==> config.mk <==
export PLATFORM = sky130hd
export DESIGN_NAME = uart_receiver
export DESIGN_NICKNAME = d
export VERILOG_FILES = /design/src/rtl/uart_receiver.sv
export SDC_FILE = /design/constraint.sdc
export NUM_CORES = 1
export LEC_CHECK = 0
export CAP_MARGIN = 20
export CORE_UTILIZATION = 48
export CTS_CLUSTER_DIAMETER = 200
export DETAILED_ROUTE_END_ITERATION = 7
export PLACE_DENSITY_LB_ADDON = 0.05
export SLEW_MARGIN = 40
export SYNTH_ARGS = -nofsm -noshare
export SYNTH_HDL_FRONTEND = slang
export SYNTH_SLANG_ARGS = --single-unit
==> constraint.sdc <==
create_clock -name clk_i -period 1.8 [get_ports clk_i]
set_input_delay 0.36 -clock clk_i [delete_from_list [all_inputs] [get_ports clk_i]]
set_output_delay 0.36 -clock clk_i [all_outputs]
set_load 0.1 [all_outputs]
==> src/rtl/uart_receiver.sv <==
// UART receive stage: 2-flop input synchronizer, start-edge detection and
// mid-bit sampling on a SAMPLE_TICKS-x oversampling tick, LSB-first
// deserialization, and single-cycle done / framing-error strobes.
module uart_receiver #(
  parameter int WORD_BITS    = 8,
  parameter int SAMPLE_TICKS = 16
) (
  input  logic                 clk_i,
  input  logic                 reset_n_i,
  input  logic                 rx_i,
  input  logic                 baud_i,
  output logic [WORD_BITS-1:0] data_o,
  output logic                 rx_done_o,
  output logic                 frame_err_o,
  output logic                 rx_busy_o
);

  localparam int TW = $clog2(SAMPLE_TICKS);
  localparam int BW = $clog2(WORD_BITS);

  localparam logic [TW-1:0] TICK_HALF = TW'(SAMPLE_TICKS / 2 - 1);
  localparam logic [TW-1:0] TICK_LAST = TW'(SAMPLE_TICKS - 1);
  localparam logic [BW-1:0] BIT_LAST  = BW'(WORD_BITS - 1);

  typedef enum logic [1:0] {
    IDLE  = 2'd0,
    START = 2'd1,
    DATA  = 2'd2,
    STOP  = 2'd3
  } state_t;

  state_t               state;
  logic [1:0]           sync_q;
  logic                 rx_s;
  logic [TW-1:0]        tick_cnt;
  logic [BW-1:0]        bit_cnt;
  logic [WORD_BITS-1:0] shreg;

  assign rx_s = sync_q[1];

  // Two-flop synchronizer; resets to the idle (high) line level
  always_ff @(posedge clk_i or negedge reset_n_i) begin
    if (!reset_n_i) sync_q <= 2'b11;
    else            sync_q <= {sync_q[0], rx_i};
  end

  // Receive FSM: start detection, mid-bit sampling, stop-bit check
  always_ff @(posedge clk_i or negedge reset_n_i) begin
    if (!reset_n_i) begin
      state       <= IDLE;
      tick_cnt    <= '0;
      bit_cnt     <= '0;
      shreg       <= '0;
      data_o      <= '0;
      rx_done_o   <= 1'b0;
      frame_err_o <= 1'b0;
    end else begin
      rx_done_o   <= 1'b0;
      frame_err_o <= 1'b0;
      case (state)
        IDLE: begin
          // Start edge is taken immediately; the baud tick is not needed here
          tick_cnt <= '0;
          if (!rx_s) state <= START;
        end
        START: begin
          if (baud_i) begin
            if (tick_cnt == TICK_HALF) begin
              // Line must still be low at mid start bit, else it was a glitch
              if (!rx_s) begin
                tick_cnt <= '0;
                bit_cnt  <= '0;
                state    <= DATA;
              end else begin
                state <= IDLE;
              end
            end else begin
              tick_cnt <= tick_cnt + 1'b1;
            end
          end
        end
        DATA: begin
          if (baud_i) begin
            if (tick_cnt == TICK_LAST) begin
              shreg    <= {rx_s, shreg[WORD_BITS-1:1]};
              tick_cnt <= '0;
              if (bit_cnt == BIT_LAST) state <= STOP;
              else                     bit_cnt <= bit_cnt + 1'b1;
            end else begin
              tick_cnt <= tick_cnt + 1'b1;
            end
          end
        end
        STOP: begin
          if (baud_i) begin
            if (tick_cnt == TICK_LAST) begin
              // Return at mid stop bit so a back-to-back start edge is caught
              tick_cnt <= '0;
              state    <= IDLE;
              if (rx_s) begin
                data_o    <= shreg;
                rx_done_o <= 1'b1;
              end else begin
                frame_err_o <= 1'b1;
              end
            end else begin
              tick_cnt <= tick_cnt + 1'b1;
            end
          end
        end
        default: state <= IDLE;
      endcase
    end
  end

  assign rx_busy_o = (state != IDLE);

endmodule

Yosys cells after proc, flatten, opt, wreduce, memory -nomap -nowiden
Index checks and enable logic that the tools add are counted.
W data, S select, Z words.
{ "word_totals": {"reg_bits": 29, "latchBits": 0, "ramBits": 0, "romBits": 0, "inputBits": 4, "out_inout_bits": 11, "elab_cells": 68, "memories": 0} }
{ "classes": {"addsub": 2, "n_mul": 0, "div_mod_pow": 0, "order_cmp": 0, "eq_ne": 18, "shift": 0, "n_mux": 31, "bitwise_logic": 0, "n_reduce_logical": 9} }
{ "ops": {"columns": ["operator", "n"], "rows": [
  ["$mux W4", 5],
  ["$ne A2 B2 Y1 const B", 10],
  ["$mux W2", 9],
  ["$mux W3", 6],
  ["$pmux W4 S3", 1],
  ["$mux W1", 8],
  ["$pmux W2 S4", 1],
  ["$reduce_and A8 Y1", 1],
  ["$reduce_and A7 Y1", 1],
  ["$pmux W3 S2", 1],
  ["$reduce_and A3 Y1", 2],
  ["$add A4 B1 Y4 const B", 1],
  ["$eq A2 B2 Y1 const B", 2],
  ["$eq A4 B3 Y1 const B", 1],
  ["$eq A4 B4 Y1 const B", 1],
  ["$reduce_and A4 Y1", 1],
  ["$reduce_bool A2 Y1", 2],
  ["$add A3 B1 Y3 const B", 1],
  ["$eq A3 B3 Y1 const B", 1],
  ["$ne A3 B3 Y1 const B", 1],
  ["$eq A2 B1 Y1 const B", 1],
  ["$logic_not A2 Y1", 1],
  ["$ne A2 B1 Y1 const B", 1],
  ["$reduce_or A2 Y1", 1]
]} }

Logic depth before layout (Yosys ltp)
Gate-level depths: netlist of the first run.
{ "logic_depth": {"ltp_word": 5, "mapped_depth": 7, "ltp_nobuf": 5} }

Worst setup path after synthesis of the first run
No wires, ideal clock.
{ "synth_path": {"kind": "reg2reg", "startpoint": "register tick_cnt[0]", "endpoint": "register data_o[0]", "setup_time_ns": 0.126, "t_arrival_ns": 1.631, "required_time_ns": 1.674, "slack_ns": 0.042, "path_stages_with_launch": 8, "path_buffers": 3, "synth_period_minus_slack_ns": 1.758, "path_cell_list": "dfrtp_1 ha_1 buf_6 and4_4 buf_6 and4_4 buf_12 mux2_4"} }
{ "synth_via": {"elab_chain_cells": 2} }
{ "synth_rtl": {"columns": ["item", "line", "rtl"], "rows": [
  ["start: declaration", "35", "logic [TW-1:0] tick_cnt;"],
  ["start signal: assignment", "78", "tick_cnt <= tick_cnt + 1'b1;"],
  ["start signal: assignment", "90", "tick_cnt <= tick_cnt + 1'b1;"],
  ["start signal: assignment", "107", "tick_cnt <= tick_cnt + 1'b1;"],
  ["$eq A4 B4 Y1", "96", "if (tick_cnt == TICK_LAST) begin"],
  ["$reduce_and A4 Y1 (no source line)", null, null],
  ["end signal: assignment", "101", "data_o <= shreg;"],
  ["end: declaration", "12", "output logic [WORD_BITS-1:0] data_o,"]
]} }
Every way passes these cells.
A chain may end at the register's enable or synchronous reset.

==> results.json, run 1 <==
{
  "place_area_sq_mm": 0.00172,
  "total_power_mw": 1.87,
  "p_per_area_mw_per_mm2": 1060,
  "final_cell_mix": "dfrtp_1, buf_4, buf_12",
  "io_buffers": 14,
  "clock_skew_ps": 9.11,
  "min_period_ps": 1700,
  "grt_max_degree": 30,
  "drt-initial-drc-count": 18,
  "pre_cts_ws_ps": -85.8,
  "cts_made_buffers": 5,
  "area_growth_pct": 25.1,
  "core_sq_mm": 0.00278,
  "grt_pass1_vias": 1039,
  "final_cell_area_sq_mm": 0.00178,
  "hold_class": "flip-flop to flip-flop",
  "wl_met3_um": 127,
  "slowest_delay_ps": 400,
  "dp_cells": 163,
  "rows": 19,
  "slew_headroom_pct": 75.7,
  "yosysWarnings": 0,
  "place.gp.congestion": 0.747,
  "cts_hold_buf": 0,
  "async_flop_share_pct": 100,
  "hold_viol": 0,
  "cp.arrival_ps": 1340,
  "diodes": 0,
  "cts_setup_buffers": 0,
  "required_ps": 1440,
  "ir_drop_mv": 0.716,
  "pin_count": 15,
  "fin_tns_setup_ps": 0,
  "worstMarginPinSlew_ps": 365,
  "dieWidth_um": 56.4,
  "synth_edf_count": 0,
  "critical_path_class": "flip-flop to output port",
  "fmax_ghz": 0.587,
  "ant_nets": 0,
  "wl_met2_um": 1280,
  "clk_path_buf_depth": 2,
  "utilization_pct": 63.8,
  "instances_no_fill": 171,
  "tritoncts": "done",
  "status": "finished, final reports clean",
  "dieArea_sq_mm": 0.00318,
  "routed.top_layer": "met4",
  "cp_slowest_cell": "dfrtp_1",
  "syn-instance-count": 115,
  "num_vias": 995,
  "post-route-drc-count": 0,
  "clock-root-buffer": "clkbuf_4",
  "cts_sinks": 29,
  "setup.worst_path.start_class": "flip-flop",
  "syn_nets": 122,
  "grt_usage_pct": 19.3,
  "dr.pass1.iters": 4,
  "grt_pass1_wl_um": 4670,
  "final_max_slew_viol_count": 0,
  "fin_crit_sh_pct": 94.6,
  "die_y_um": 56.4,
  "yosysSeqAreaShare_pct": 51.3,
  "ys_ff_latch": 29,
  "crit_chain": "buf_4 > nor2_2 > inv_1 > buf_12",
  "worst_setup_path_end_kind": "output port",
  "synth_cell_types": 34,
  "final_nets": 146,
  "rsz0062_at_grt": "false",
  "layout_commonest_cell": "dfrtp_1",
  "viasPerCell": 5.82,
  "synth-main-ff-cell": "dfrtp_1",
  "wl_per_cell_um": 15.4,
  "insertion_delay_ps": 310,
  "clk_pin_slew_ps": 100,
  "avgSynthCellArea_sq_um": 12.3,
  "overflow": 0,
  "layout-drive-gt1-share_pct": 39.3,
  "antenna_found_initial": 0,
  "leakage_nw": 0.784,
  "hpwlAfterDp_um": 1870,
  "critical_path_buf_inv_count": 3,
  "crit_path_max_fanout": 10,
  "yosys.area.top_type": "dfrtp_1",
  "synthTopCellsByArea": "dfrtp_1, mux2_4, mux2_2, dfstp_2, a21oi_1",
  "drt_wl_total_um": 2630,
  "wl_met1_um": 1190,
  "setup_viol": 0,
  "cap_viol_max_count": 0,
  "initial_core_util_pct": 51.0,
  "hold_ws_ps": 359,
  "synth_area_sq_mm": 0.00142,
  "htreeDepth": 2,
  "setup_slack_ps": 97.6,
  "synth_top_area_share_pct": 47.6,
  "critical-path-top-delay-family": "buffers and inverters"
}
[cell families (layout without fill, tap and decap cells)]
| logic type | Yosys count | after routing | synth area share, % |
|---|---|---|---|
| compound gates | 20 | 20 | 9.35 |
| fa+ha+maj | 3 | 3 | 2.65 |
| buf+inv | 11 | 36 | 6.17 |
| flops | 29 | 29 | 51.3 |
| mux | 16 | 16 | 14.8 |
| simple gates | 36 | 36 | 15.7 |
[synth_stat cells, drive strengths merged, types with 3 or more instances]
cell type and number:
dfrtp 27, mux2 16, a21oi 9, nand3 8, buf 5, nor2b 5, clkbuf 4, nand2 4
nor2 4, a31oi 3, ha 3
[per-layer routing]
metal,GRT usage [%],vias to the layer above
met5,0,-
met4,7.32,0
met3,5.53,6
met2,30.1,29
met1,25.5,490
li1,-,470
[report_power, final]
group / switching [mW] / leakage [nW] / internal, mW
combinational: 0.392 / 0.378 / 0.307
sequential: 0.0628 / 0.374 / 0.735
clock: 0.230 / 0.0310 / 0.147
total: 0.685 / 0.784 / 1.19
[flip-flops by register name, indices dropped and copies added, names as in the netlist, named ones only]
| signal | flops |
|---|---|
| data_o | 8 |
| shreg | 8 |
| tick_cnt | 4 |
| bit_cnt | 3 |
| sync_q | 2 |
| frame_err_o | 1 |
| rx_done_o | 1 |
| state | 1 |
[worst reg2reg max path, stage by stage, from the launching register on]
cell and delay (ps):
dfrtp_1 410, ha_1 210, ha_1 220, or3b_2 490, o311ai_0 120, nand3_1 110
[worst paths after layout]
check,to,from,slack [ps],depth (start not counted)
worst min register to register,sync_q[1],sync_q[0],360,0
max in group asynchronous,sync_q[0],reset_n_i,1070,2
worst max register to register,bit_cnt[1],bit_cnt[0],110,5
min in group asynchronous,bit_cnt[1],reset_n_i,410,2
worst min-delay path,sync_q[1],sync_q[0],360,0
worst max-delay path,rx_busy_o,flip-flop,100,4
[timing repair]
action | in CTS | in global routing
endpoints found under the setup margin | 1 | 1
cloned | 0 | 0
gates resized for setup | 1 | 1
[layout make-up]
class | instances | area (sq um)
Inverter | 2 | 7.51
Sequential cell | 29 | 728
Clock inverter | 3 | 17.5
Clock buffer | 5 | 37.5
Tap cell | 31 | 38.8
Timing Repair Buffer | 26 | 340
Fill cell | 222 | 1010
Multi-Input combinational cell | 75 | 606
No activity file was read; power rests on OpenSTA's default activity.
==> run 2, diff against run 1 <==
- CORE_MARGIN: unset -> 1
==> results of run 2 <==
No change in the layout: final DEF, timing and power equal those of run 1.
==> run 3, diff against run 2 <==
- CTS_CLUSTER_SIZE: unset -> 30
- PLACE_DENSITY: unset -> 0.77
- PLACE_DENSITY_LB_ADDON: 0.05 -> unset
- SLEW_MARGIN: 40 -> 25
==> run 3 against run 2 <==
Combinational power down 8.3%. Critical path depth unchanged. Highest routed layer unchanged. Power up 7.7%. Critical endpoint unchanged.
==> results.json, run 3 (synthesized netlist as in run 1, its figures left out) <==
{
  "rows": 19,
  "internal-power_mw": 1.35,
  "crit_path_max_fanout": 14,
  "die_y_um": 56.4,
  "clock-root-buffer": "clkbuf_4",
  "num_vias": 1037,
  "antenna_found_initial": 0,
  "dp_cells": 160,
  "status": "finished, final reports clean",
  "required_ps": 1440,
  "critical_path_class": "flip-flop to output port",
  "dieWidth_um": 56.4,
  "worst_setup_path_end_kind": "output port",
  "slew_headroom_pct": 74.8,
  "instances_no_fill": 168,
  "overflow": 0,
  "hold_ws_ps": 361,
  "swShare_pct": 33.3,
  "place.gp.congestion": 0.795,
  "initial_core_util_pct": 51.0,
  "insertion_delay_ps": 320,
  "setup.worst_path.start_class": "flip-flop",
  "cts_sinks": 29,
  "pwr-share-clk_pct": 27.4,
  "post-route-drc-count": 0,
  "combPwrFrac_pct": 31.8,
  "p_per_area_mw_per_mm2": 1120,
  "cap_viol_max_count": 0,
  "final_cell_mix": "dfrtp_1, buf_12, a21oi_1",
  "fin_crit_sh_pct": 94.9,
  "crit_chain": "buf_4 > nor2_4 > inv_1 > buf_12",
  "cts_made_buffers": 5,
  "area_growth_pct": 26.9,
  "drt-initial-drc-count": 35,
  "layout-drive-gt1-share_pct": 37.2,
  "fin_tns_setup_ps": 0,
  "wl_per_cell_um": 15.7,
  "slowest_delay_ps": 420,
  "clock_skew_ps": 5.42,
  "largest_registers": "data_o x8, shreg x8, tick_cnt x4",
  "grt_pass1_vias": 998,
  "hold_class": "flip-flop to flip-flop",
  "critical_path_buf_inv_count": 3,
  "critical-path-top-delay-family": "buffers and inverters",
  "hpwlAfterDp_um": 1860,
  "leakage_nw": 0.785,
  "switching_power_mw": 0.673,
  "diodes": 0,
  "htreeDepth": 2,
  "grt_pass1_wl_um": 4600,
  "dr.pass1.iters": 5,
  "min_period_ps": 1710,
  "p_seq_share_pct": 40.8,
  "final_nets": 143,
  "io_buffers": 14,
  "drt_wl_total_um": 2640,
  "cp_slowest_cell": "dfrtp_1",
  "clk_pin_slew_ps": 90,
  "grt_max_degree": 30,
  "viasPerCell": 6.17,
  "layout_commonest_cell": "dfrtp_1",
  "cp.arrival_ps": 1350,
  "clk_path_buf_depth": 2,
  "setup_viol": 0,
  "hold_viol": 0,
  "fmax_ghz": 0.585,
  "core_sq_mm": 0.00278,
  "grt_usage_pct": 19.2,
  "ant_nets": 0,
  "tritoncts": "done",
  "final_max_slew_viol_count": 0,
  "ir_drop_mv": 0.798,
  "utilization_pct": 64.7,
  "worstMarginPinSlew_ps": 377,
  "dieArea_sq_mm": 0.00318,
  "pin_count": 15,
  "rsz0062_at_grt": "false"
}
==> run 3: path summary, 6_finish.rpt <==
path | slack (ps) | to | depth (start not counted) | from
worst min register to register | 360 | sync_q[1] | 0 | sync_q[0]
worst min-delay path | 360 | sync_q[1] | 0 | sync_q[0]
min in group asynchronous | 410 | tick_cnt[2] | 2 | reset_n_i
worst max register to register | 100 | bit_cnt[1] | 5 | bit_cnt[1]
worst max-delay path | 90 | rx_busy_o | 4 | flip-flop
max in group asynchronous | 1080 | sync_q[1] | 2 | reset_n_i
==> run 3: per-layer routing <==
| layer | vias up | part of all wire, % | track usage [%] | routed length (um) |
|---|---|---|---|---|
| li1 | 469 | - | - | - |
| met1 | 520 | 43 | 25.1 | 1140 |
| met2 | 38 | 48 | 28.1 | 1270 |
| met3 | 10 | 6.0 | 7.60 | 157 |
| met4 | 0 | 2.5 | 9.06 | 66 |
| met5 | - | 0 | 0 | 0 |
==> run 3: area by class of cell <==
type                    instances  area [sq um]
clock inverters                 1          30.0
clock buffers                   7          55.1
flip-flops and latches         29           728
fillers                       206           981
well taps                      31          38.8
repair buffers                 23           330
multi-input cells              75           611
inverters                       2          7.51
==> run 3: worst register-to-register path, cell delays in order, from the launching register on <==
cell and delay, ps:
dfrtp_1 430, ha_1 200, ha_1 210, or3b_2 480, o311ai_0 130, nand3_1 130
==> run 3: through the flow <==
step           setup WS [ps]  cell area [sq um]  power (mW)
6_report                91.8               1800        2.02
4_1_cts                 10.8               1800        2.02
3_3_place_gp           -50.6               1710        1.41
2_1_floorplan           42.5               1420        1.27
3_5_place_dp           -77.1               1710        1.45
5_1_grt                0.781               1800        2.14
==> run 3: power by group through the flow <==
| stage | logic (mW) | registers (mW) | clock network, mW |
|---|---|---|---|
| 3_3_place_gp | 0.586 | 0.822 | 0 |
| 6_report | 0.641 | 0.824 | 0.554 |
| 2_1_floorplan | 0.456 | 0.811 | 0 |
| 4_1_cts | 0.628 | 0.820 | 0.569 |
| 3_5_place_dp | 0.622 | 0.829 | 0 |
| 5_1_grt | 0.704 | 0.835 | 0.597 |
==> run 3: what timing repair did <==
item,CTS,global route
setup buffers,0,0
resized for setup,1,1
setup endpoints to repair,1,1
hold buffers,0,0
